**src/rtl/lc3b_types.sv**
```systemverilog
// Shared LC-3b pipeline types.
//   lc3b_word / lc3b_reg    : basic datapath widths
//   lc3b_control_word       : decoded control bits carried down the pipe
//   lc3b_stage_payload      : everything one stage hands to the next, as a
//                             single packed vector (instances use
//                             W = $bits(lc3b_stage_payload))
//   skid_state_e            : occupancy state of pipe_stage_skid
package lc3b_types;

  typedef logic [15:0] lc3b_word;
  typedef logic [2:0]  lc3b_reg;

  // Predictor index widths inside the payload.
  localparam int LC3B_LHIST_W = 8;
  localparam int LC3B_GHIST_W = 6;

  typedef struct packed {
    logic [3:0] opcode;
    logic       load_regfile;
    logic       load_cc;
    logic       mem_read;
    logic       mem_write;
    logic [2:0] alu_op;
    logic       br_en;
  } lc3b_control_word;

  typedef struct packed {
    lc3b_control_word          ctrl;
    lc3b_word                  pc;
    lc3b_reg                   dest;
    lc3b_word                  mar;
    lc3b_word                  mdr;
    logic [LC3B_LHIST_W-1:0]   lhist_idx;
    logic [LC3B_GHIST_W-1:0]   ghist;
    logic                      pred_taken;
  } lc3b_stage_payload;

  // Encoding equals the number of held entries, so the state register
  // doubles as the externally visible count.
  typedef enum logic [1:0] {
    SKID_EMPTY = 2'd0,
    SKID_ONE   = 2'd1,
    SKID_FULL  = 2'd2
  } skid_state_e;

endpackage

```
**src/rtl/pipe_slot.sv**
```systemverilog
// One payload slot of the skid stage: W-bit register with async reset,
// synchronous clear and load. Clear wins over load.
//   clk, rst  : clock, async active-high reset
//   i_load    : capture i_d on the next edge
//   i_clear   : zero the slot on the next edge
//   i_d       : data to load
//   o_q       : registered slot contents
module pipe_slot #(
  parameter int W = 16
) (
  input  logic         clk,
  input  logic         rst,
  input  logic         i_load,
  input  logic         i_clear,
  input  logic [W-1:0] i_d,
  output logic [W-1:0] o_q
);

  logic [W-1:0] r_q;

  always_ff @(posedge clk or posedge rst) begin
    if (rst) begin
      r_q <= '0;
    end else if (i_clear) begin
      r_q <= '0;
    end else if (i_load) begin
      r_q <= i_d;
    end
  end

  assign o_q = r_q;

endmodule

```
**src/rtl/pipe_stage_skid.sv**
```systemverilog
// Pipeline-stage register with valid/ready handshake, two-entry skid
// buffer (head H, skid S), synchronous flush and saturating stall counter.
//   clk, reset            : clock, async active-high reset
//   flush                 : drop all buffered entries on the next edge
//   in_valid/in_ready/in_data    : upstream handshake and payload
//   out_valid/out_ready/out_data : downstream handshake and head payload
//   count                 : entries held (0..2), also the FSM state
//   stall_cycles          : saturating count of out_valid && !out_ready
//
// Handshake: a transfer happens on a rising edge where valid and ready are
// both high; valid never depends on ready. in_ready is a function of flush
// and registered state only, so out_ready never reaches in_ready -- the
// skid slot absorbs the one beat accepted while downstream stalls.
module pipe_stage_skid
  import lc3b_types::*;
#(
  parameter int W  = 16,
  parameter int CW = 16
) (
  input  logic          clk,
  input  logic          reset,
  input  logic          flush,
  input  logic          in_valid,
  output logic          in_ready,
  input  logic [W-1:0]  in_data,
  output logic          out_valid,
  input  logic          out_ready,
  output logic [W-1:0]  out_data,
  output logic [1:0]    count,
  output logic [CW-1:0] stall_cycles
);

  localparam logic [CW-1:0] STALL_MAX = '1;

  skid_state_e r_state;
  skid_state_e w_state_nxt;

  logic          w_push;
  logic          w_pop;
  logic          w_h_load;
  logic          w_h_clear;
  logic [W-1:0]  w_h_d;
  logic          w_s_load;
  logic          w_s_clear;
  logic [W-1:0]  w_h_q;
  logic [W-1:0]  w_s_q;
  logic [CW-1:0] r_stall;

  assign in_ready  = !flush && (r_state != SKID_FULL);
  assign out_valid = (r_state != SKID_EMPTY);
  assign w_push    = in_valid && in_ready;
  assign w_pop     = out_valid && out_ready;

  always_ff @(posedge clk or posedge reset) begin
    if (reset) begin
      r_state <= SKID_EMPTY;
    end else begin
      r_state <= w_state_nxt;
    end
  end

  // Next state and slot controls. Slots are zeroed whenever they become
  // invalid so out_data reads 0 while out_valid is low.
  always_comb begin
    w_state_nxt = r_state;
    w_h_load    = 1'b0;
    w_h_clear   = 1'b0;
    w_h_d       = in_data;
    w_s_load    = 1'b0;
    w_s_clear   = 1'b0;
    if (flush) begin
      // A pop in this cycle still completes downstream; only storage dies.
      w_state_nxt = SKID_EMPTY;
      w_h_clear   = 1'b1;
      w_s_clear   = 1'b1;
    end else begin
      case (r_state)
        SKID_EMPTY: begin
          if (w_push) begin
            w_state_nxt = SKID_ONE;
            w_h_load    = 1'b1;
          end
        end
        SKID_ONE: begin
          if (w_push && w_pop) begin
            w_h_load = 1'b1;
          end else if (w_push) begin
            w_state_nxt = SKID_FULL;
            w_s_load    = 1'b1;
          end else if (w_pop) begin
            w_state_nxt = SKID_EMPTY;
            w_h_clear   = 1'b1;
          end
        end
        SKID_FULL: begin
          if (w_pop) begin
            w_state_nxt = SKID_ONE;
            w_h_load    = 1'b1;
            w_h_d       = w_s_q;
            w_s_clear   = 1'b1;
          end
        end
        default: begin
          w_state_nxt = SKID_EMPTY;
          w_h_clear   = 1'b1;
          w_s_clear   = 1'b1;
        end
      endcase
    end
  end

  pipe_slot #(.W(W)) u_head (
    .clk     (clk),
    .rst     (reset),
    .i_load  (w_h_load),
    .i_clear (w_h_clear),
    .i_d     (w_h_d),
    .o_q     (w_h_q)
  );

  pipe_slot #(.W(W)) u_skid (
    .clk     (clk),
    .rst     (reset),
    .i_load  (w_s_load),
    .i_clear (w_s_clear),
    .i_d     (in_data),
    .o_q     (w_s_q)
  );

  // Flush does not touch the stall counter; only reset clears it.
  always_ff @(posedge clk or posedge reset) begin
    if (reset) begin
      r_stall <= '0;
    end else if (out_valid && !out_ready && (r_stall != STALL_MAX)) begin
      r_stall <= r_stall + 1'b1;
    end
  end

  assign out_data     = w_h_q;
  assign count        = r_state;
  assign stall_cycles = r_stall;

endmodule
```
**config.mk**
```make
export PLATFORM = sky130hd
export DESIGN_NAME = pipe_stage_skid
export DESIGN_NICKNAME = d
export VERILOG_FILES = /design/src/rtl/lc3b_types.sv /design/src/rtl/pipe_slot.sv /design/src/rtl/pipe_stage_skid.sv
export SDC_FILE = /design/constraint.sdc
export NUM_CORES = 1
export LEC_CHECK = 0
export ABC_AREA = 1
export CAP_MARGIN = 20
export CORE_MARGIN = 2
export CORE_UTILIZATION = 50
export DETAILED_ROUTE_END_ITERATION = 16
export PLACE_DENSITY_LB_ADDON = 0.12
export SYNTH_ARGS = -nofsm -noshare
export SYNTH_HDL_FRONTEND = slang
export SYNTH_SLANG_ARGS = --single-unit
```
**constraint.sdc**
```tcl
create_clock -name clk -period 3.45 [get_ports clk]
set_input_delay 1.035 -clock clk [delete_from_list [all_inputs] [get_ports clk]]
set_output_delay 1.035 -clock clk [all_outputs]
set_load 0.1 [all_outputs]
```
==> impl_metrics.xml, run 1 <==
<?xml version="1.0" encoding="UTF-8"?>
<metrics>
  <group name="routing">
    <metric name="wirelength" unit="um">5460</metric>
    <metric name="vias_per_cell" unit="">4.81</metric>
    <metric name="detail_route.wl_per_cell" unit="um">11.2</metric>
    <metric name="wl_met1" unit="um">2650</metric>
    <metric name="detailroute.via_count" unit="">2340</metric>
    <metric name="met2WireLength" unit="um">2550</metric>
    <metric name="remaining_drcs" unit="">0</metric>
    <metric name="first_pass_iters" unit="">5</metric>
    <metric name="initialDrtViolationCount" unit="">112</metric>
    <metric name="post_detailed_route_count_of_antenna_violating_nets" unit="">0</metric>
    <metric name="top_layer" unit="">met4</metric>
    <metric name="met3WireLength" unit="um">218</metric>
  </group>
  <group name="die">
    <metric name="design.core.area" unit="sq um">5110</metric>
    <metric name="ios" unit="">57</metric>
    <metric name="die_h" unit="um">76.6</metric>
    <metric name="chipWidth" unit="um">76.6</metric>
    <metric name="initial_utilization" unit="">0.516</metric>
    <metric name="design.die.area" unit="sq um">5870</metric>
    <metric name="number_of_placement_rows" unit="">26</metric>
  </group>
  <group name="grt">
    <metric name="via_count_of_the_first_global_routing_pass" unit="">2114</metric>
    <metric name="pin_count_of_the_biggest_net_entering_global_routing" unit="">33</metric>
    <metric name="grt-ovfl-total" unit="">0</metric>
    <metric name="gr-usage-all-layers" unit="">0.200</metric>
    <metric name="antenna_found_initial" unit="">0</metric>
    <metric name="grt_first_pass_wirelength" unit="um">9460</metric>
  </group>
  <group name="logic_synthesis">
    <metric name="synth_nets" unit="">378</metric>
    <metric name="syn-mean-instance-area" unit="sq um">7.40</metric>
    <metric name="yosysMostFrequentCell" unit="">sky130_fd_sc_hd__nand2_1</metric>
    <metric name="postSynthCellCount" unit="">356</metric>
    <metric name="ys_seq_area_frac" unit="">0.475</metric>
    <metric name="ys_types" unit="">22</metric>
    <metric name="postSynth.asyncResetShare" unit="">1.00</metric>
    <metric name="dominantRegCellSynth" unit="">sky130_fd_sc_hd__dfrtp_1</metric>
    <metric name="netlist_area_before_placement" unit="sq um">2640</metric>
    <metric name="yosys.area.top_type" unit="">sky130_fd_sc_hd__dfrtp_1</metric>
    <metric name="netlist.area_leader.share" unit="">0.475</metric>
    <metric name="synth.cells.most_frequent" unit="">sky130_fd_sc_hd__nand2_1, sky130_fd_sc_hd__dfrtp_1, sky130_fd_sc_hd__inv_1</metric>
    <metric name="yosysWarningCount" unit="">0</metric>
    <metric name="synthTopCellsByArea" unit="">sky130_fd_sc_hd__dfrtp_1, sky130_fd_sc_hd__nand2_1, sky130_fd_sc_hd__o21ai_0</metric>
    <metric name="yosys_register_bits" unit="">50</metric>
    <metric name="synth_enable_flop_cells" unit="">0</metric>
  </group>
  <group name="critical_path">
    <metric name="critical_path_peak_fanout" unit="">2</metric>
    <metric name="timing.critical_path.from" unit="">flush</metric>
    <metric name="crit_slowest_cell" unit="">sky130_fd_sc_hd__clkdlybuf4s50_1</metric>
    <metric name="crit-reg2reg-launch" unit="">stall_cycles[0]</metric>
    <metric name="max_stage_delay" unit="ps">430</metric>
    <metric name="startpoint_types" unit="">input port</metric>
    <metric name="critPathBufInv" unit="">2</metric>
    <metric name="timing.critical_path.arrival" unit="ps">1830</metric>
    <metric name="cp_top_family" unit="">buffers and inverters</metric>
    <metric name="crit_path_cell_trace" unit="">clkdlybuf4s50_1 &gt; nor2_2 &gt; buf_12</metric>
    <metric name="timing.critical_path.to_type" unit="">primary output</metric>
    <metric name="worst-endpoint-required" unit="ps">2410</metric>
    <metric name="criticalPathCategory" unit="">in -&gt; out</metric>
  </group>
  <group name="power_and_ir_drop">
    <metric name="p_leak" unit="uW">0.00167</metric>
    <metric name="vdd.ir_drop.worst" unit="V">0.000499</metric>
    <metric name="fin_total_pwr" unit="uW">1640</metric>
    <metric name="p_per_area" unit="nW/um^2">501</metric>
  </group>
  <group name="sta">
    <metric name="skew" unit="ps">1.54</metric>
    <metric name="number_of_max_slew_violations_in_the_final_report" unit="">0</metric>
    <metric name="fin_setup_tns" unit="ps">0</metric>
    <metric name="fmaxAchievable" unit="MHz">349</metric>
    <metric name="maxSlewHeadroom" unit="">0.571</metric>
    <metric name="report.final.hold_viol_count" unit="">0</metric>
    <metric name="timing.hold.ws" unit="ps">477</metric>
    <metric name="setup_repair_after_global_routing_missed_its_margin" unit="">no</metric>
    <metric name="worst_slew_pin_slew" unit="ps">642</metric>
    <metric name="final-setup-viol-count" unit="">0</metric>
    <metric name="timing.final.ws_setup" unit="ps">582</metric>
    <metric name="min_period" unit="ps">2870</metric>
    <metric name="final.period_utilization" unit="">0.831</metric>
  </group>
  <group name="cts">
    <metric name="clk_slew_on_worst_s_h_paths" unit="ps">80</metric>
    <metric name="clockRootBuffer" unit="">sky130_fd_sc_hd__clkbuf_8</metric>
    <metric name="cts.repair_timing.setup_buffer_count" unit="">0</metric>
    <metric name="ctsHtreeMaxLevel" unit="">2</metric>
    <metric name="cts.hold.buffers_added" unit="">0</metric>
    <metric name="post_cts_resized" unit="">0</metric>
    <metric name="cts_num_sinks" unit="">50</metric>
    <metric name="cts.path.max_buffers" unit="">2</metric>
    <metric name="clk-insertion-delay-late" unit="ps">290</metric>
    <metric name="cts_tree" unit="">done</metric>
    <metric name="cts_bufs_inserted" unit="">5</metric>
  </group>
  <group name="job">
    <metric name="cap_viol_max_count" unit="">0</metric>
  </group>
  <group name="hold_path">
    <metric name="worstHoldStart" unit="">u_head.o_q[12]</metric>
    <metric name="hold_path_class" unit="">reg -&gt; reg</metric>
  </group>
  <group name="placed_design">
    <metric name="finalWeightedCongestion" unit="">0.828</metric>
    <metric name="place.detailed.hpwl" unit="um">3970</metric>
    <metric name="pre_cts_slack" unit="ps">571</metric>
    <metric name="placement.io_buffers" unit="">56</metric>
    <metric name="dpl_cell_area" unit="sq um">3180</metric>
  </group>
  <group name="finish">
    <metric name="antenna_cells" unit="">0</metric>
    <metric name="drive_above_1_share" unit="">0.161</metric>
    <metric name="nNetsFinal" unit="">437</metric>
    <metric name="area_growth" unit="%">24.3</metric>
    <metric name="fin_area" unit="sq um">3280</metric>
  </group>
  <group name="status">
    <metric name="run_status" unit="">finished clean</metric>
  </group>
</metrics>
worst reg2reg max path, cell delays in order, from the launching register on:
cell	delay (ps)
sky130_fd_sc_hd__dfrtp_1	420
sky130_fd_sc_hd__ha_1	220
sky130_fd_sc_hd__nand3_2	140
sky130_fd_sc_hd__nor2_4	170
sky130_fd_sc_hd__nand2_2	100
sky130_fd_sc_hd__o21ai_4	380
sky130_fd_sc_hd__o21ai_0	140
metrics by stage:
stage / cells / util
after floorplan: 356 / -
after global placement: 478 / 0.623
final: 486 / 0.641
after detailed placement: 478 / 0.623
after global routing: 486 / 0.641
after CTS: 486 / 0.641
cell families (layout without fill, tap and decap cells):
logic type	count (synthesis)	count (layout)	share of synthesized area
buf+inv	47	107	0.0788
fa+ha+maj	1	1	0.00475
xor+xnor	7	7	0.0233
simple gates	209	209	0.334
flops	50	50	0.475
compound gates	42	42	0.0840
metal layers:
layer	global-route usage	vias to the layer above
met5	0	-
met4	0.0545	0
met3	0.0415	5
met2	0.332	42
met1	0.267	1074
li1	-	1219
report_power, final:
part | internal, uW | switching, uW
Combinational | 141 | 468
Sequential | 634 | 53.6
Clock | 162 | 182
path summary, 6_finish.rpt:
check	to	slack, ps	cells past startpoint
setup / recovery	in_ready	580	3
min in group asynchronous	stall_cycles[10]	1140	2
setup reg to reg	stall_cycles[6]	1750	6
max in group asynchronous	u_skid.o_q[1]	1710	3
hold reg to reg	u_head.o_q[12]	480	2
hold / removal	u_head.o_q[12]	480	2
registers in the layout, summed over array words and instances (netlist names):
| register | count |
|---|---|
| stall_cycles | 16 |
| u_head.o_q | 16 |
| u_skid.o_q | 16 |
| count | 2 |
placed cells by master, fill, tap and decap left out:
cell,synthesis,final
sky130_fd_sc_hd__o21ai_1,14,14
sky130_fd_sc_hd__buf_12,0,1
sky130_fd_sc_hd__xor2_1,1,1
sky130_fd_sc_hd__nor2_4,2,2
sky130_fd_sc_hd__nand3_1,8,8
sky130_fd_sc_hd__inv_1,33,32
sky130_fd_sc_hd__nor2_2,2,3
sky130_fd_sc_hd__clkbuf_8,0,6
sky130_fd_sc_hd__nor3_1,1,1
sky130_fd_sc_hd__nand2_2,3,3
sky130_fd_sc_hd__nand4_1,5,5
sky130_fd_sc_hd__buf_4,0,41
sky130_fd_sc_hd__clkbuf_1,0,1
sky130_fd_sc_hd__o21ai_0,25,25
sky130_fd_sc_hd__dfrtp_1,50,50
sky130_fd_sc_hd__inv_2,4,5
sky130_fd_sc_hd__xnor2_1,6,6
sky130_fd_sc_hd__nand2_1,162,162
sky130_fd_sc_hd__clkinv_2,0,1
sky130_fd_sc_hd__nor2_8,2,2
sky130_fd_sc_hd__ha_1,1,1
sky130_fd_sc_hd__a21oi_1,2,2
sky130_fd_sc_hd__o21ai_4,1,1
sky130_fd_sc_hd__clkdlybuf4s50_1,0,20
sky130_fd_sc_hd__nand3_2,2,2
sky130_fd_sc_hd__nor2_1,22,21
final cells by class:
class | instances | area (sq um)
Sequential cell | 50 | 1250
Inverter | 37 | 139
Multi-Input combinational cell | 259 | 1180
Clock buffer | 7 | 86.3
Timing Repair Buffer | 62 | 528
Clock inverter | 1 | 5.00
Tap cell | 70 | 87.6
Fill cell | 494 | 1830
Power figures use the tool's default switching activity.
==> inputs of run 2 (changes only) <==
--- a/config.mk
+++ b/config.mk
@@ -8,7 +8,7 @@
 export ABC_AREA = 1
 export CAP_MARGIN = 20
 export CORE_MARGIN = 2
-export CORE_UTILIZATION = 50
+export CORE_UTILIZATION = 46
 export DETAILED_ROUTE_END_ITERATION = 16
 export PLACE_DENSITY_LB_ADDON = 0.12
 export SYNTH_ARGS = -nofsm -noshare
==> constraint.sdc (replaced) <==
create_clock -name clk -period 2.6 [get_ports clk]
set_input_delay 0.78 -clock clk [delete_from_list [all_inputs] [get_ports clk]]
set_output_delay 0.78 -clock clk [all_outputs]
set_load 0.1 [all_outputs]
==> impl_metrics.xml, run 2 (synthesized netlist as in run 1, its figures left out) <==
<?xml version="1.0" encoding="UTF-8"?>
<metrics>
  <group name="placed_design">
    <metric name="placement.io_buffers" unit="">56</metric>
    <metric name="place.detailed.hpwl" unit="um">4100</metric>
    <metric name="finalWeightedCongestion" unit="">0.841</metric>
    <metric name="dpl_cell_area" unit="sq um">3220</metric>
    <metric name="placedCellCount" unit="">480</metric>
  </group>
  <group name="finish">
    <metric name="final_util" unit="">0.605</metric>
    <metric name="fin_area" unit="sq um">3330</metric>
    <metric name="area_growth" unit="%">26.4</metric>
    <metric name="nNetsFinal" unit="">437</metric>
    <metric name="layout.cells.most_common_list" unit="">sky130_fd_sc_hd__nand2_1, sky130_fd_sc_hd__dfrtp_1, sky130_fd_sc_hd__buf_4, sky130_fd_sc_hd__inv_1, sky130_fd_sc_hd__o21ai_0</metric>
    <metric name="antenna_cells" unit="">0</metric>
    <metric name="layout.cells.most_common" unit="">sky130_fd_sc_hd__nand2_1</metric>
    <metric name="drive_above_1_share" unit="">0.163</metric>
    <metric name="non_filler_cells_final" unit="">488</metric>
  </group>
  <group name="cts">
    <metric name="clockRootBuffer" unit="">sky130_fd_sc_hd__clkbuf_8</metric>
    <metric name="ctsHtreeMaxLevel" unit="">2</metric>
    <metric name="clk-insertion-delay-late" unit="ps">310</metric>
    <metric name="post_cts_resized" unit="">0</metric>
    <metric name="cts_num_sinks" unit="">50</metric>
    <metric name="cts.hold.buffers_added" unit="">0</metric>
    <metric name="cts_tree" unit="">done</metric>
    <metric name="cts_bufs_inserted" unit="">5</metric>
    <metric name="cts.path.max_buffers" unit="">2</metric>
    <metric name="clk_slew_on_worst_s_h_paths" unit="ps">90</metric>
    <metric name="cts.repair_timing.setup_buffer_count" unit="">0</metric>
  </group>
  <group name="routing">
    <metric name="vias_per_cell" unit="">4.80</metric>
    <metric name="detailroute.via_count" unit="">2344</metric>
    <metric name="wirelength" unit="um">5800</metric>
    <metric name="detail_route.wl_per_cell" unit="um">11.9</metric>
    <metric name="first_pass_iters" unit="">4</metric>
    <metric name="initialDrtViolationCount" unit="">155</metric>
    <metric name="remaining_drcs" unit="">0</metric>
    <metric name="post_detailed_route_count_of_antenna_violating_nets" unit="">0</metric>
  </group>
  <group name="grt">
    <metric name="grt_first_pass_wirelength" unit="um">9730</metric>
    <metric name="gr-usage-all-layers" unit="">0.195</metric>
    <metric name="pin_count_of_the_biggest_net_entering_global_routing" unit="">43</metric>
    <metric name="antenna_found_initial" unit="">0</metric>
    <metric name="via_count_of_the_first_global_routing_pass" unit="">2111</metric>
    <metric name="grt-ovfl-total" unit="">0</metric>
  </group>
  <group name="critical_path">
    <metric name="criticalPathCategory" unit="">in -&gt; out</metric>
    <metric name="critPathBufInv" unit="">2</metric>
    <metric name="max_stage_delay" unit="ps">460</metric>
    <metric name="regToRegEndpoint" unit="">stall_cycles[6]</metric>
    <metric name="timing.critical_path.arrival" unit="ps">1560</metric>
    <metric name="crit-reg2reg-launch" unit="">stall_cycles[1]</metric>
    <metric name="timing.reg2reg.worst_path_depth" unit="">6</metric>
    <metric name="startpoint_types" unit="">input port</metric>
    <metric name="ff2ff_setup_slack" unit="ps">910</metric>
    <metric name="cp_top_family" unit="">buffers and inverters</metric>
    <metric name="crit_slowest_cell" unit="">sky130_fd_sc_hd__clkdlybuf4s50_1</metric>
    <metric name="worst-endpoint-required" unit="ps">1820</metric>
    <metric name="crit_path_cell_trace" unit="">clkdlybuf4s50_1 &gt; nor2_4 &gt; buf_12</metric>
    <metric name="critical_path_peak_fanout" unit="">2</metric>
    <metric name="timing.critical_path.to_type" unit="">primary output</metric>
  </group>
  <group name="die">
    <metric name="ios" unit="">57</metric>
    <metric name="design.die.area" unit="sq um">6350</metric>
    <metric name="design.core.area" unit="sq um">5510</metric>
    <metric name="die_h" unit="um">79.7</metric>
    <metric name="chipWidth" unit="um">79.7</metric>
    <metric name="initial_utilization" unit="">0.479</metric>
    <metric name="number_of_placement_rows" unit="">27</metric>
  </group>
  <group name="power_and_ir_drop">
    <metric name="pwr-share-comb" unit="">0.356</metric>
    <metric name="clock_power_share" unit="">0.246</metric>
    <metric name="p_leak" unit="uW">0.00169</metric>
    <metric name="p_sw" unit="uW">974</metric>
    <metric name="vdd.ir_drop.worst" unit="V">0.000504</metric>
    <metric name="power_frac_seq" unit="">0.398</metric>
    <metric name="cell_internal_pwr" unit="uW">1320</metric>
    <metric name="switching_share" unit="">0.425</metric>
    <metric name="p_per_area" unit="nW/um^2">689</metric>
  </group>
  <group name="sta">
    <metric name="fmaxAchievable" unit="MHz">427</metric>
    <metric name="report.final.hold_viol_count" unit="">0</metric>
    <metric name="skew" unit="ps">5.92</metric>
    <metric name="fin_setup_tns" unit="ps">0</metric>
    <metric name="min_period" unit="ps">2340</metric>
    <metric name="number_of_max_slew_violations_in_the_final_report" unit="">0</metric>
    <metric name="final.period_utilization" unit="">0.901</metric>
    <metric name="worst_slew_pin_slew" unit="ps">435</metric>
    <metric name="final-setup-viol-count" unit="">0</metric>
    <metric name="maxSlewHeadroom" unit="">0.709</metric>
    <metric name="setup_repair_after_global_routing_missed_its_margin" unit="">no</metric>
  </group>
  <group name="hold_path">
    <metric name="whs_path_depth" unit="">2</metric>
    <metric name="holdPathEnd" unit="">u_head.o_q[9]</metric>
    <metric name="worstHoldStart" unit="">u_head.o_q[9]</metric>
    <metric name="hold_path_class" unit="">reg -&gt; reg</metric>
  </group>
  <group name="job">
    <metric name="cap_viol_max_count" unit="">0</metric>
  </group>
  <group name="status">
    <metric name="run_status" unit="">finished clean</metric>
  </group>
</metrics>
run 2: changes by cell type in the layout (fill, tap and decap cells not counted):
cell	change
sky130_fd_sc_hd__nor2_4	+1
sky130_fd_sc_hd__buf_4	-2
sky130_fd_sc_hd__nor2_2	-1
sky130_fd_sc_hd__clkbuf_1	-1
sky130_fd_sc_hd__buf_12	+2
sky130_fd_sc_hd__inv_6	+1
sky130_fd_sc_hd__bufinv_16	+1
sky130_fd_sc_hd__clkbuf_8	-1
run 2: worst max path at each step:
stage	startpoint	end	slack, ps	cells after the start
3_5_place_dp	flush	u_skid.o_q[10]	150	8
5_1_grt	flush	in_ready	220	3
6_report	flush	in_ready	260	3
4_1_cts	flush	in_ready	250	3
3_3_place_gp	flush	u_head.o_q[6]	240	10
2_1_floorplan	count[0]	in_ready	20	4
run 2: worst min-delay path: cells and delay by family, from the launching register on:
kind	cells	cell delay, ps
AND/OR/NAND/NOR	2	90
flip-flops	1	360
run 2: area by class of cell:
type / instances / area, sq um
clock buffers: 5 / 68.8
multi-input cells: 259 / 1180
inverters: 37 / 139
repair buffers: 62 / 553
fillers: 538 / 2180
clock inverters: 3 / 43.8
flip-flops and latches: 50 / 1250
well taps: 72 / 90.1
run 2: power groups by stage:
stage / combinational, uW / sequential (uW) / clock, uW
floorplan: 249 / 1310 / 0
global placement: 815 / 925 / 0
detailed placement: 822 / 928 / 0
CTS: 823 / 913 / 579
global route: 863 / 925 / 614
finish: 817 / 912 / 565
run 2: routing by layer:
layer	vias to the layer above	wire length, um	track usage
met5	-	0	0
met2	58	2710	0.314
met1	1067	2700	0.256
met3	8	291	0.0452
met4	0	90	0.0741
li1	1211	-	-
run 2: stage by stage:
step | hold WS [ps] | total power, uW | setup slack [ps]
after global routing | 501 | 2400 | 223
final | 480 | 2290 | 258
after global placement | 461 | 1740 | 239
after detailed placement | 461 | 1750 | 146
after CTS | 485 | 2320 | 253
after floorplan | 483 | 1560 | 16.3
